<file path="src/rtl/avr_ram_arbiter_if.sv">
// avr_ram_arbiter_if: CPU, host and RAM-side buses around the data RAM arbiter
interface avr_ram_arbiter_if #(parameter int RAMBITS = 12);
  logic [15:0]        cpu_addr;
  logic               cpu_ren;
  logic               cpu_wen;
  logic [7:0]         cpu_wdata;
  logic [7:0]         cpu_rdata;
  logic               cpu_hold;
  logic               host_req;
  logic               host_we;
  logic [RAMBITS-1:0] host_addr;
  logic [7:0]         host_wdata;
  logic               host_gnt;
  logic               host_rvalid;
  logic [7:0]         host_rdata;
  logic [RAMBITS-1:0] ram_addr;
  logic               ram_wen;
  logic [7:0]         ram_wdata;
  logic [7:0]         ram_rdata;
  modport slave (
    input  cpu_addr, cpu_ren, cpu_wen, cpu_wdata, host_req, host_we, host_addr, host_wdata, ram_rdata,
    output cpu_rdata, cpu_hold, host_gnt, host_rvalid, host_rdata, ram_addr, ram_wen, ram_wdata
  );
  modport master (
    output cpu_addr, cpu_ren, cpu_wen, cpu_wdata, host_req, host_we, host_addr, host_wdata, ram_rdata,
    input  cpu_rdata, cpu_hold, host_gnt, host_rvalid, host_rdata, ram_addr, ram_wen, ram_wdata
  );
endinterface

</file>
<file path="src/rtl/avr_ram_arbiter.sv">
// avr_ram_arbiter: shares the data RAM between the AVR CPU (priority) and a host port
module avr_ram_arbiter #(
  parameter int RAMBITS  = 12,
  parameter int MAX_WAIT = 8
) (
  input logic               clk,
  input logic               reset_n,
  avr_ram_arbiter_if.slave  bus
);
  localparam logic [1:0] IDLE = 2'd0, WAIT = 2'd1, HOLD = 2'd2;
  logic [1:0] state, state_nxt;
  logic [7:0] wcnt, wcnt_nxt;
  logic       cpu_busy;
  logic       at_max;
  logic       rvalid_q;
  assign bus.cpu_hold    = state == HOLD;
  assign cpu_busy        = (bus.cpu_ren | bus.cpu_wen) & ~bus.cpu_hold;
  assign bus.host_gnt    = reset_n & bus.host_req & (bus.cpu_hold | ~cpu_busy);
  assign bus.ram_addr    = bus.host_gnt ? bus.host_addr : RAMBITS'(bus.cpu_addr);
  assign bus.ram_wdata   = bus.host_gnt ? bus.host_wdata : bus.cpu_wdata;
  assign bus.ram_wen     = reset_n & (bus.host_gnt ? bus.host_we : bus.cpu_wen & ~bus.cpu_hold);
  assign bus.host_rvalid = rvalid_q;
  assign bus.host_rdata  = bus.ram_rdata;
  assign bus.cpu_rdata   = bus.ram_rdata;
  assign at_max          = wcnt == 8'(MAX_WAIT);
  // HOLD, a granted wait and a withdrawn request all fall back to IDLE with wcnt cleared
  always_comb begin
    state_nxt = IDLE;
    wcnt_nxt  = 8'd0;
    if (state == IDLE && bus.host_req && cpu_busy) begin
      state_nxt = WAIT;
      wcnt_nxt  = 8'd1;
    end else if (state == WAIT && bus.host_req && !bus.host_gnt) begin
      state_nxt = at_max ? HOLD : WAIT;
      wcnt_nxt  = at_max ? wcnt : wcnt + 8'd1;
    end
  end
  always_ff @(posedge clk or negedge reset_n) begin
    if (!reset_n) begin
      state    <= IDLE;
      wcnt     <= 8'd0;
      rvalid_q <= 1'b0;
    end else begin
      state    <= state_nxt;
      wcnt     <= wcnt_nxt;
      rvalid_q <= bus.host_gnt & ~bus.host_we;
    end
  end
endmodule
</file>
<file path="src/flat_wrapper.sv">
// flat-port wrapper written by rule: the top's interface ports become plain ports
module avr_ram_arbiter_flat 
#(
  parameter int RAMBITS  = 12,
  parameter int MAX_WAIT = 8
)
  (clk, reset_n, bus_cpu_addr, bus_cpu_ren, bus_cpu_wen, bus_cpu_wdata, bus_host_req, bus_host_we, bus_host_addr, bus_host_wdata, bus_ram_rdata, bus_cpu_rdata, bus_cpu_hold, bus_host_gnt, bus_host_rvalid, bus_host_rdata, bus_ram_addr, bus_ram_wen, bus_ram_wdata);
  avr_ram_arbiter_if #(.RAMBITS(RAMBITS)) bus_i ();
  input logic clk;
  input logic reset_n;
  input wire logic [$bits(bus_i.cpu_addr)-1:0] bus_cpu_addr;
  input wire logic [$bits(bus_i.cpu_ren)-1:0] bus_cpu_ren;
  input wire logic [$bits(bus_i.cpu_wen)-1:0] bus_cpu_wen;
  input wire logic [$bits(bus_i.cpu_wdata)-1:0] bus_cpu_wdata;
  input wire logic [$bits(bus_i.host_req)-1:0] bus_host_req;
  input wire logic [$bits(bus_i.host_we)-1:0] bus_host_we;
  input wire logic [$bits(bus_i.host_addr)-1:0] bus_host_addr;
  input wire logic [$bits(bus_i.host_wdata)-1:0] bus_host_wdata;
  input wire logic [$bits(bus_i.ram_rdata)-1:0] bus_ram_rdata;
  output wire logic [$bits(bus_i.cpu_rdata)-1:0] bus_cpu_rdata;
  output wire logic [$bits(bus_i.cpu_hold)-1:0] bus_cpu_hold;
  output wire logic [$bits(bus_i.host_gnt)-1:0] bus_host_gnt;
  output wire logic [$bits(bus_i.host_rvalid)-1:0] bus_host_rvalid;
  output wire logic [$bits(bus_i.host_rdata)-1:0] bus_host_rdata;
  output wire logic [$bits(bus_i.ram_addr)-1:0] bus_ram_addr;
  output wire logic [$bits(bus_i.ram_wen)-1:0] bus_ram_wen;
  output wire logic [$bits(bus_i.ram_wdata)-1:0] bus_ram_wdata;
  assign bus_i.cpu_addr = bus_cpu_addr;
  assign bus_i.cpu_ren = bus_cpu_ren;
  assign bus_i.cpu_wen = bus_cpu_wen;
  assign bus_i.cpu_wdata = bus_cpu_wdata;
  assign bus_i.host_req = bus_host_req;
  assign bus_i.host_we = bus_host_we;
  assign bus_i.host_addr = bus_host_addr;
  assign bus_i.host_wdata = bus_host_wdata;
  assign bus_i.ram_rdata = bus_ram_rdata;
  assign bus_cpu_rdata = bus_i.cpu_rdata;
  assign bus_cpu_hold = bus_i.cpu_hold;
  assign bus_host_gnt = bus_i.host_gnt;
  assign bus_host_rvalid = bus_i.host_rvalid;
  assign bus_host_rdata = bus_i.host_rdata;
  assign bus_ram_addr = bus_i.ram_addr;
  assign bus_ram_wen = bus_i.ram_wen;
  assign bus_ram_wdata = bus_i.ram_wdata;
  avr_ram_arbiter #(.RAMBITS(RAMBITS), .MAX_WAIT(MAX_WAIT)) u_core (.clk(clk), .reset_n(reset_n), .bus(bus_i));
endmodule
</file>
<file path="config.mk">
export PLATFORM = sky130hd
export DESIGN_NAME = avr_ram_arbiter_flat
export DESIGN_NICKNAME = d
export VERILOG_FILES = /design/src/rtl/avr_ram_arbiter_if.sv /design/src/rtl/avr_ram_arbiter.sv /design/src/flat_wrapper.sv
export SDC_FILE = /design/constraint.sdc
export NUM_CORES = 1
export LEC_CHECK = 0
export CORE_ASPECT_RATIO = 1.4
export CORE_MARGIN = 5
export CORE_UTILIZATION = 32
export DETAILED_ROUTE_END_ITERATION = 8
export PLACE_DENSITY = 0.83
export SLEW_MARGIN = 20
export SYNTH_ARGS = -nofsm -noshare
export SYNTH_HDL_FRONTEND = slang
export SYNTH_SLANG_ARGS = --single-unit
</file>
<file path="constraint.sdc">
create_clock -name clk -period 2.9 [get_ports clk]
set_input_delay 0.29 -clock clk [delete_from_list [all_inputs] [get_ports clk]]
set_output_delay 0.29 -clock clk [all_outputs]
set_load 0.05 [all_outputs]
</file>
Yosys cells after proc, flatten, opt, wreduce, memory -nomap -nowiden
Index checks and enable logic that the tools add are counted.
- output and inout port bits: 40
- register bits after elaboration: 11
- word-level logic and storage cells: 34
- reduce and logical (&&, ||, !) cells: 6
- bitwise logic cells: 11
- mux-type cells: 9
- equal/unequal tests: 4
- $add $sub $neg: 1
- operator list (kind ; count):
    two-way mux 8 bit ; 4
    two-way mux 12 bit ; 1
    adder 8 x 1 -> 8 bit (second input constant) ; 1
    equality test 8 x 4 -> 1 bit (second input constant) ; 1
    bitwise AND 1 bit ; 6
    two-way mux 2 bit ; 3
    logical AND 1 bit ; 4
    != test 3 bit (second input constant) ; 1
    NOT 1 bit ; 3
    equality test 2 x 1 -> 1 bit (second input constant) ; 1
    equality test 2 bit (second input constant) ; 1
    zero test 2 bit ; 1
    bitwise OR 1 bit ; 2
    zero test 1 bit ; 1
    two-way mux 1 bit ; 1

Depth between registers and ports, before layout
- depth in word-level cells: 10
- gate-level depth with buffers: 5
- mapped depth without buffers: 5

Worst setup path before layout
No wires, ideal clock.
- path kind: flip-flop to output port
- start: register u_core.state[0]
- end: output bus_ram_addr[10]
- buffers on the path: 1
- stages on the path, launching flop included: 5
- arrival: 2.047 ns
- setup slack: 0.563 ns
- path through: dfrtp_1 > nor2b_2 > o211a_1 > buf_2 > mux2_2
- word-level cells in the longest chain between the ends: 7
- RTL lines (item ; RTL line ; text):
    from (decl) ; avr_ram_arbiter.sv:11 ; logic [1:0] state, state_nxt;
    from (signal assigned) ; avr_ram_arbiter.sv:44 ; state <= state_nxt;
    equality test 2 bit * ; avr_ram_arbiter.sv:16 ; assign bus.cpu_hold = state == HOLD;
    net bus_cpu_hold ; flat_wrapper.sv:21 ; output wire logic [$bits(bus_i.cpu_hold)-1:0] bus_cpu_hold;
    NOT 1 bit ; avr_ram_arbiter.sv:17 ; assign cpu_busy = (bus.cpu_ren | bus.cpu_wen) & ~bus.cpu_hold;
    bitwise AND 1 bit ; avr_ram_arbiter.sv:17 ;
    NOT 1 bit ; avr_ram_arbiter.sv:18 ; assign bus.host_gnt = reset_n & bus.host_req & (bus.cpu_hold | ~cpu_busy);
    bitwise OR 1 bit * ; avr_ram_arbiter.sv:18 ;
    bitwise AND 1 bit * ; avr_ram_arbiter.sv:18 ;
    net bus_host_gnt ; flat_wrapper.sv:22 ; output wire logic [$bits(bus_i.host_gnt)-1:0] bus_host_gnt;
    two-way mux 12 bit * ; avr_ram_arbiter.sv:19 ; assign bus.ram_addr = bus.host_gnt ? bus.host_addr : RAMBITS'(bus.cpu_addr);
    to (decl) ; flat_wrapper.sv:25 ; output wire logic [$bits(bus_i.ram_addr)-1:0] bus_ram_addr;
Mark *: on every way through the listed nets, which the timed path passes. The rest lies on a longest branch.

Final worst setup path
- start: input bus_cpu_wen
- end: output bus_ram_wdata[4]
- word-level cells in the longest chain between the ends: 6
- RTL lines (item ; RTL line ; text):
    from (decl) ; flat_wrapper.sv:13 ; input wire logic [$bits(bus_i.cpu_wen)-1:0] bus_cpu_wen;
    bitwise OR 1 bit ; avr_ram_arbiter.sv:17 ;
    bitwise AND 1 bit ; avr_ram_arbiter.sv:17 ;
    NOT 1 bit ; avr_ram_arbiter.sv:18 ;
    bitwise OR 1 bit ; avr_ram_arbiter.sv:18 ;
    bitwise AND 1 bit ; avr_ram_arbiter.sv:18 ;
    two-way mux 8 bit ; avr_ram_arbiter.sv:20 ; assign bus.ram_wdata = bus.host_gnt ? bus.host_wdata : bus.cpu_wdata;
    to (decl) ; flat_wrapper.sv:27 ; output wire logic [$bits(bus_i.ram_wdata)-1:0] bus_ram_wdata;
No other way between the ends.

==> impl_metrics.toml <==
[setup_path]
cp-startpoint = "bus_cpu_wen"
crit_end = "bus_ram_wdata[4]"
cp_max_fo = 22
start_kind = "input port"
arrival_ns = 2.03
r2r-end = "u_core.state[0]$_DFF_PN0_"
worstPathRequired_ns = 2.61
end_kind = "output port"
r2r_cells = 5
ff2ff_setup_slack_ns = 1.15
worstSetupPathType = "input port to output port"
r2r-start = "u_core.wcnt[0]$_DFFE_PN0P_"

[pwr]
p_leak_nw = 0.668
ir_drop_mv = 0.224
power.total_mw = 0.545
p_per_area_nw_per_um2 = 341

[placed_design]
dp_slack_ns = 0.636
io_buffers = 69
hpwl_um = 2660
dp_cells = 189
gp_congestion = 0.863

[global_routing]
grt_util_all_layers_pct = 14.6
grt_pass1_vias = 1110
grt_first_pass_wirelength_um = 4880
grt_max_degree = 23
grt-ovfl-total = 0
antenna_found_initial = 0

[route]
drt_wl_total_um = 3130
drt_iter0_markers = 23
ant_nets = 0
vias = 982
dr.pass1.iters = 4
via_per_inst = 5.09
wl_per_cell_um = 16.2
drc_errors = 0

[layout]
fill_cells = 253
antenna_cells = 0
utilization_pct = 54.9
drive_gt1_share_pct = 33.3
area_delta_synth_final_pct = 61.8
final_cells = 193
nNetsFinal = 217

[sta]
max_slew.worst_pin.slew_ns = 0.502
fin_crit_sh_pct = 80.1
fmax_mhz = 431
slew_viol_final = 0
fin_crit_ns = 2.32
setup_viol = 0
skew_ns = 0.00153
fin_ws_ns = 0.577
hold_violations = 0
timing.slew.headroom_pct = 66.4
rsz0062_at_grt = "false"
tns_ns = 0

[clock_network]
ctsLongestPathBuffers = 2
post_cts_resized = 0
clock_sinks = 11
post_cts_buffers = 0
cts_max_level = 1
cts_buffers = 3
cts_tree = "yes"
worstSkewPairLatency_ns = 0.24
clk_pin_slew_worst_paths_ns = 0.05
cts_root_buf = "clkbuf_8"
cts_hold_buf = 0

[synth]
synth_warnings = 0
synth_seq_area_share_pct = 27.9
yosysMostFrequentCell = "mux2_2"
synth.top_cells.by_count = "20 x mux2_2, 16 x buf_4, 11 x dfrtp_1, 5 x a21oi_1, 5 x nand3_1"
ys.flop_type = "dfrtp_1"
synth_edf_count = 0
syn_area_um2 = 986
async_flop_share_pct = 100
yosys.cell_types.count = 34
synth.top_cell.area_share_pct = 27.9
syn-num-nets = 161
syn_avg_cell_area_um2 = 9.76
syn-instance-count = 101
yosys.area.top_type = "dfrtp_1"
ys_ff_latch = 11
synth.top_cells.by_area = "dfrtp_1 28%, mux2_2 23%, buf_4 12%"

[status]
status = "finished, final reports clean"

[floorplanning]
die_w_um = 56.9
io_pins = 98
die_height_um = 75.7
std_cell_rows = 23
coreArea_um2 = 2910
die_area_um2 = 4310
initial_utilization_pct = 33.9

[hold_path]
hp-class = "input port to asynchronous set/reset pin"

[job]
cap_viol_max_count = 0
how the worst min path moves through the flow:
stage	startpoint	to	slack (ns)	cells past startpoint
detailed placement	bus_ram_rdata[1]	bus_cpu_rdata[1]	0.58	0
finish	reset_n	u_core.wcnt[6]$_DFFE_PN0P_	0.44	2
global placement	u_core.state[1]$_DFF_PN0_	u_core.wcnt[0]$_DFFE_PN0P_	0.56	2
global route	reset_n	u_core.wcnt[6]$_DFFE_PN0P_	0.45	2
floorplan	reset_n	u_core.bus.host_rvalid$_DFF_PN0_	-0.006	0
CTS	reset_n	u_core.wcnt[6]$_DFFE_PN0P_	0.44	2
area by class of cell:
| type | count | area [um2] | share of cell area, % |
|---|---|---|---|
| multi-input combinational | 67 | 554 | 34.7 |
| clock buffer | 4 | 45.0 | 2.82 |
| tap | 37 | 46.3 | 2.90 |
| sequential | 11 | 275 | 17.3 |
| inverter | 3 | 11.3 | 0.706 |
| timing repair buffer | 71 | 663 | 41.6 |
registers in the layout, summed over array words and instances, names as in the netlist:
register                flops
u_core.state                2
u_core.bus.host_rvalid      1
u_core.wcnt                 8
routing by layer:
| metal | global-route usage (%) | wire length (um) | part of all wire [%] | vias to the layer above |
|---|---|---|---|---|
| li1 | - | - | - | 460 |
| met4 | 6.19 | 54 | 1.7 | 0 |
| met3 | 9.49 | 455 | 15 | 7 |
| met1 | 11.9 | 954 | 30 | 443 |
| met2 | 27.3 | 1670 | 53 | 72 |
| met5 | 0 | 0 | 0 | - |
stage by stage:
stage	instance area, um2	hold WS, ns
after global routing	1600	0.454
final	1600	0.438
after floorplan	986	-0.00559
after detailed placement	1550	0.581
after global placement	1550	0.561
after CTS	1600	0.437
critical path: stages:
cell and delay, ns:
clkdlybuf4s50_1 0.43, nor2_1 0.25, o211a_1 0.20, buf_4 0.28, mux2_2 0.38, buf_4 0.19
report_power, final:
group	total, mW	internal [mW]	switching [mW]
clock	0.152	0.0963	0.0558
combinational	0.226	0.110	0.116
sequential	0.166	0.159	0.00726
cells in the final DEF, fill, tap and decap left out:
cell type / count
a211o_1: 1
a211oi_1: 1
a21o_1: 1
a21oi_1: 5
and2b_1: 1
and3_1: 1
buf_12: 1
buf_4: 23
clkbuf_1: 1
clkbuf_8: 3
clkdlybuf4s50_1: 47
dfrtp_1: 11
ha_1: 2
inv_1: 3
mux2_2: 20
nand2_1: 2
nand2b_1: 1
nand3_1: 5
nand3b_1: 1
nand4_1: 1
nor2_1: 3
nor2b_1: 2
nor2b_2: 1
nor3_2: 1
nor3b_1: 1
nor4b_2: 1
o2111a_1: 1
o211a_1: 1
o21a_1: 1
o21ai_0: 4
o31ai_1: 2
or3_1: 3
or4b_2: 1
or4b_4: 1
xor2_1: 2
cells by family after synthesis:
group	after synthesis	synth area share, %
AND/OR/NAND/NOR	26	17.6
XOR/XNOR	2	1.78
multiplexers	20	22.8
flip-flops	11	27.9
adder cells (fa/ha/maj)	2	2.54
AO/OA/AOI/OAI	17	11.4
buffers and inverters	23	15.9
Note: power is estimated with default switching activity, not from simulation.
